`src/rtl/pc_fetch_unit.sv`:
```
// pc_fetch_unit
//   Program-counter and instruction-fetch stage. Keeps the architectural PC,
//   issues one instruction-memory request at a time over req/gnt/rvalid,
//   presents the fetched instruction to decode, and forms the next PC when
//   that instruction retires. A misaligned branch/jump target redirects to
//   TRAP_VEC and raises a one-cycle misalign_trap pulse.
//
// Ports
//   clk, rst_n        : clock (rising edge), asynchronous active-low reset
//   pc_src, target    : branch decision and target for the presented instr
//   stall             : hold the presented instruction (blocks retire)
//   instr_ready       : decode/execute consumes the presented instruction
//   imem_req/addr     : fetch request and word-aligned fetch address
//   imem_gnt          : memory accepted the request
//   imem_rvalid/rdata : read response
//   instr, pc         : presented instruction and its address
//   instr_valid       : instr/pc are valid
//   misalign_trap     : one-cycle pulse on a misaligned redirect
//   instret           : retired-instruction counter
module pc_fetch_unit #(
  parameter logic [31:0] RESET_PC = 32'h0000_0000,
  parameter logic [31:0] TRAP_VEC = 32'h0000_0100
) (
  input  logic        clk,
  input  logic        rst_n,
  input  logic        pc_src,
  input  logic [31:0] target,
  input  logic        stall,
  input  logic        instr_ready,
  output logic        imem_req,
  output logic [31:0] imem_addr,
  input  logic        imem_gnt,
  input  logic        imem_rvalid,
  input  logic [31:0] imem_rdata,
  output logic [31:0] instr,
  output logic        instr_valid,
  output logic [31:0] pc,
  output logic        misalign_trap,
  output logic [31:0] instret
);

  localparam logic [31:0] NOP = 32'h0000_0013;

  typedef enum logic [1:0] {
    ST_RST,
    ST_REQ,
    ST_WAIT,
    ST_HOLD
  } state_t;

  state_t      state, state_nxt;
  logic [31:0] fetch_pc;
  logic [31:0] fetch_pc_nxt;
  logic        retire;
  logic        redirect_trap;

  assign retire = (state == ST_HOLD) && instr_ready && !stall;

  // State register
  always_ff @(posedge clk or negedge rst_n) begin
    if (!rst_n) begin
      state <= ST_RST;
    end else begin
      state <= state_nxt;
    end
  end

  // Next-state logic
  always_comb begin
    state_nxt = state;
    case (state)
      ST_RST:  state_nxt = ST_REQ;
      ST_REQ:  if (imem_gnt)    state_nxt = ST_WAIT;
      ST_WAIT: if (imem_rvalid) state_nxt = ST_HOLD;
      ST_HOLD: if (retire)      state_nxt = ST_REQ;
      default: state_nxt = ST_RST;
    endcase
  end

  // Outputs decoded from state only
  always_comb begin
    imem_req    = 1'b0;
    instr_valid = 1'b0;
    case (state)
      ST_REQ:  imem_req    = 1'b1;
      ST_HOLD: instr_valid = 1'b1;
      default: ;
    endcase
  end

  // Next fetch address. A set target[1] means the target is not 4-byte
  // aligned; target[0] is dropped as JALR does.
  always_comb begin
    redirect_trap = 1'b0;
    fetch_pc_nxt  = pc + 32'd4;
    if (pc_src) begin
      if (target[1]) begin
        redirect_trap = 1'b1;
        fetch_pc_nxt  = TRAP_VEC;
      end else begin
        fetch_pc_nxt  = target & 32'hFFFF_FFFC;
      end
    end
  end

  // fetch_pc only changes on retire, so imem_addr is stable throughout REQ.
  always_ff @(posedge clk or negedge rst_n) begin
    if (!rst_n) begin
      fetch_pc      <= RESET_PC;
      instr         <= NOP;
      pc            <= RESET_PC;
      misalign_trap <= 1'b0;
      instret       <= '0;
    end else begin
      misalign_trap <= 1'b0;
      if (state == ST_WAIT && imem_rvalid) begin
        instr <= imem_rdata;
        pc    <= fetch_pc;
      end
      if (retire) begin
        fetch_pc      <= fetch_pc_nxt;
        misalign_trap <= redirect_trap;
        instret       <= instret + 32'd1;
      end
    end
  end

  assign imem_addr = fetch_pc;

endmodule

```
`config.mk`:
```
export PLATFORM = sky130hd
export DESIGN_NAME = pc_fetch_unit
export DESIGN_NICKNAME = d
export VERILOG_FILES = /design/src/rtl/pc_fetch_unit.sv
export SDC_FILE = /design/constraint.sdc
export NUM_CORES = 1
export LEC_CHECK = 0
export ABC_AREA = 1
export BUFFER_PORTS_ARGS = -buffer_cell sky130_fd_sc_hd__buf_4
export CAP_MARGIN = 40
export CELL_PAD_IN_SITES_DETAIL_PLACEMENT = 1
export CELL_PAD_IN_SITES_GLOBAL_PLACEMENT = 2
export CORE_AREA = 5 5 168 170
export DETAILED_ROUTE_END_ITERATION = 10
export DIE_AREA = 0 0 173 175
export GPL_TIMING_DRIVEN = 1
export PLACE_DENSITY = 0.8
export RECOVER_POWER = 50
export SYNTH_ARGS = -nofsm -noshare
export SYNTH_HDL_FRONTEND = slang
export SYNTH_SLANG_ARGS = --single-unit
```
`constraint.sdc`:
```
create_clock -name clk -period 1.64 [get_ports clk]
set_clock_uncertainty 0.1 [all_clocks]
set_input_delay 0 -clock clk [delete_from_list [all_inputs] [get_ports clk]]
set_output_delay 0 -clock clk [all_outputs]
set_load 0.01 [all_outputs]
```
==> flow_summary.yaml <==
place:
  hpwl_mm: 19.0
  place_area_um2: 9410
  io_buffers: 200
  place_congestion: 0.809
cts:
  clk_latency_ps: 420
  htree_num_levels: 4
  clock_sinks: 131
  cts_tree: "built"
  cts_root_buf: "clkbuf_16"
  clockBufferDepth: 2
  clk_pin_slew_worst_paths_ps: 60
  cts_made_buffers: 17
detailed_routing:
  drt_iter0_markers: 318
  drt-vias-per-instance: 4.47
  routed_wl_mm: 26.8
  ant_nets: 0
  routed-via-count: 7021
  drc: 0
  wire_per_inst_um: 17.1
  firstDrtPassIters: 4
synthesis:
  synthesis.area_um2: 6750
  syn-num-nets: 904
  synthTopCellsByArea: "dfrtp_1 (47%), nand2_1 (13%), mux2_2 (6.3%), nor2_1 (5.8%), inv_1 (4.4%)"
  synthCells: 828
  netlist.area_leader.share_pct: 47.4
  synthFlopType: "dfrtp_1"
  yosysTopAreaCell: "dfrtp_1"
  ys_seq_elements: 131
  synth_warnings: 0
  synth_edf_count: 0
  avgSynthCellArea_um2: 8.16
  ys_async_sr_fraction_pct: 100
  ys_types: 36
  yosysSeqAreaShare_pct: 48.6
flow_run:
  maxCapViolCount: 0
finish:
  diodes: 0
  area_delta_synth_final_pct: 62.3
  drive_above_1_share_pct: 33.8
  fin_area_um2: 11000
  nFillCells: 3198
  fin_nets: 1294
critical_path:
  arrival_ps: 1920
  path_cells: "ha_4, nand2_4, nor2_4, buf_4, buf_12, nand2_1, a21oi_2, nor2_1"
  cpPeakStageDelay_ps: 430
  worstPathMaxFanout: 27
  cp.depth: 8
  crit_family: "flip-flops"
  critPathCaptureType: "flip-flop"
  r2r_start: "state[0]"
  required_ps: 1850
  slowest_stage: "dfrtp_1"
  rr_endpoint: "imem_addr[14]"
  worst_setup_path_start_kind: "flip-flop"
  criticalPathCategory: "flip-flop to flip-flop"
  cp_num_buf_inv: 2
  worstRegToRegCells: 8
  rrSetupSlack_ps: -70
sta:
  slew_viol_final: 0
  grt_setup_unrepaired: "yes"
  maxSlewHeadroom_pct: 65.3
  worstMarginPinSlew_ps: 520
  timing_hold_violations_final: 0
  fin_crit_ps: 1710
  setup_viol: 25
  fmax_mhz: 583
  period_share_pct: 105
  fin_ws_ps: -74.2
  whs_ps: 57.5
die:
  start_util_pct: 25.4
  io_pins: 202
  num_rows: 60
  die_area_um2: 30300
  die_h_um: 175
  die-width_um: 173
  core_area_um2: 26600
global_routing:
  grt_pass1_vias: 7787
  track_usage_pct: 17.0
  grt_pass1_wl_mm: 41.6
  grt_max_degree: 37
  overflow: 0
  grt_antenna_before_repair: 1
status:
  violations: "negative setup slack"
  status: "finished with violations"
hold_path:
  min_from: "instr_ready"
  holdPathEnd: "instret[16]"
  holdPathStages: 7
  worstHoldPathType: "input pin to flip-flop"
power:
  power.total_mw: 16.5
  p_leak_nw: 5.28
  ir_worst_vdd_v: 0.000620
  p_per_area_nw_per_um2: 1510
-- cell type report --
type                       count  area [um2]  area share, %
clock inverter                 6        82.6          0.753
timing repair buffer         394        3000           27.4
sequential                   131        3290           30.0
clock buffer                  23         458           4.18
tap                          341         427           3.89
inverter                      86         323           2.94
multi-input combinational    588        3380           30.8
-- cell families (layout without fill, tap and decap cells) --
group | count (synthesis) | in the layout | share of synthesized area (%)
flip-flops | 131 | 131 | 48.6
XOR/XNOR | 25 | 25 | 3.24
AND/OR/NAND/NOR | 442 | 442 | 28.5
adder cells (fa/ha/maj) | 5 | 5 | 0.926
multiplexers | 38 | 38 | 6.34
buffers and inverters | 109 | 509 | 6.28
AO/OA/AOI/OAI | 78 | 78 | 6.15
-- flip-flops by register name (all words and copies together), names as in the netlist --
register	cells
misalign_trap	1
instr	32
state	2
pc	32
imem_addr	32
instret	32
-- worst reg2reg max path, stage by stage (launching register included) --
cell and delay [ps]:
dfrtp_1 430, ha_4 190, nand2_4 60, nor2_4 160, buf_4 220, buf_12 190, nand2_1 100, a21oi_2 110
nor2_1 50
-- report_power, final --
group / internal, mW / total, mW / switching, mW
Clock: 2.25 / 3.67 / 1.42
Combinational: 3.35 / 7.16 / 3.81
Sequential: 4.54 / 5.69 / 1.15
-- layout by cell type (no fill, tap or decap), types with 16 or more instances in the layout --
master | Yosys | layout
nand2_1 | 242 | 225
clkbuf_16 | 0 | 20
buf_4 | 0 | 219
mux2_2 | 38 | 38
nor2_2 | 7 | 23
o21ai_0 | 17 | 16
dlygate4sd3_1 | 0 | 71
dfrtp_1 | 128 | 124
nor2_1 | 104 | 81
inv_1 | 79 | 75
clkbuf_1 | 9 | 86
nand3_1 | 43 | 36
nand2_2 | 8 | 18
a21oi_1 | 45 | 43
xor2_1 | 19 | 19
-- cell usage after synthesis, types with 2 or more instances --
master and n:
inv_1 79, nor2_1 104, nor2_4 8, nand3b_1 5, o21ai_1 3, o21ai_0 17
a21oi_1 45, xnor2_1 6, xor2_1 19, nor3_4 2, clkbuf_1 9, nand2_1 242
nor3_2 3, dfstp_2 3, ha_1 5, mux2_2 38, o21bai_1 3, nand4_1 5
nand3_1 43, nor2_2 7, dfrtp_1 128, nand2_2 8, buf_1 2, nor3_1 9
buf_2 12, a31oi_1 7, inv_2 7
-- per-stage QoR --
stage / setup WS, ps / util [%] / setup TNS [ps] / std cells
after global routing: -127 / 41.3 / -4680 / 1569
final: -74.2 / 41.3 / -528 / 1569
after detailed placement: -102 / 35.4 / -1160 / 1441
after floorplan: -22.8 / - / -456 / 828
after CTS: -28.8 / 40.6 / -44.7 / 1549
after global placement: -58.1 / 35.4 / -183 / 1441
-- layer usage --
metal | routed length, um | GRT usage [%]
met3 | 1170 | 4.37
met5 | 7 | 0
met4 | 609 | 5.32
met2 | 13900 | 30.5
met1 | 11100 | 20.0
-- worst max-delay path by stage --
stage	startpoint	end	slack (ps)
floorplan	state[0]	pc[10]	-20
detailed placement	pc[2]	imem_addr[14]	-100
finish	state[0]	imem_addr[14]	-70
CTS	state[1]	instret[24]	-30
global route	state[0]	imem_addr[14]	-130
global placement	pc[9]	imem_addr[17]	-60
-- what timing repair did --
action,CTS,global route
buffers inserted,8,17
endpoints found under the hold margin,203,0
gates cloned,0,3
endpoints found under the setup margin,27,100
hold buffers,71,0
resized for setup,17,92
pin swaps,6,37
Note: power is estimated with default switching activity, not from simulation.
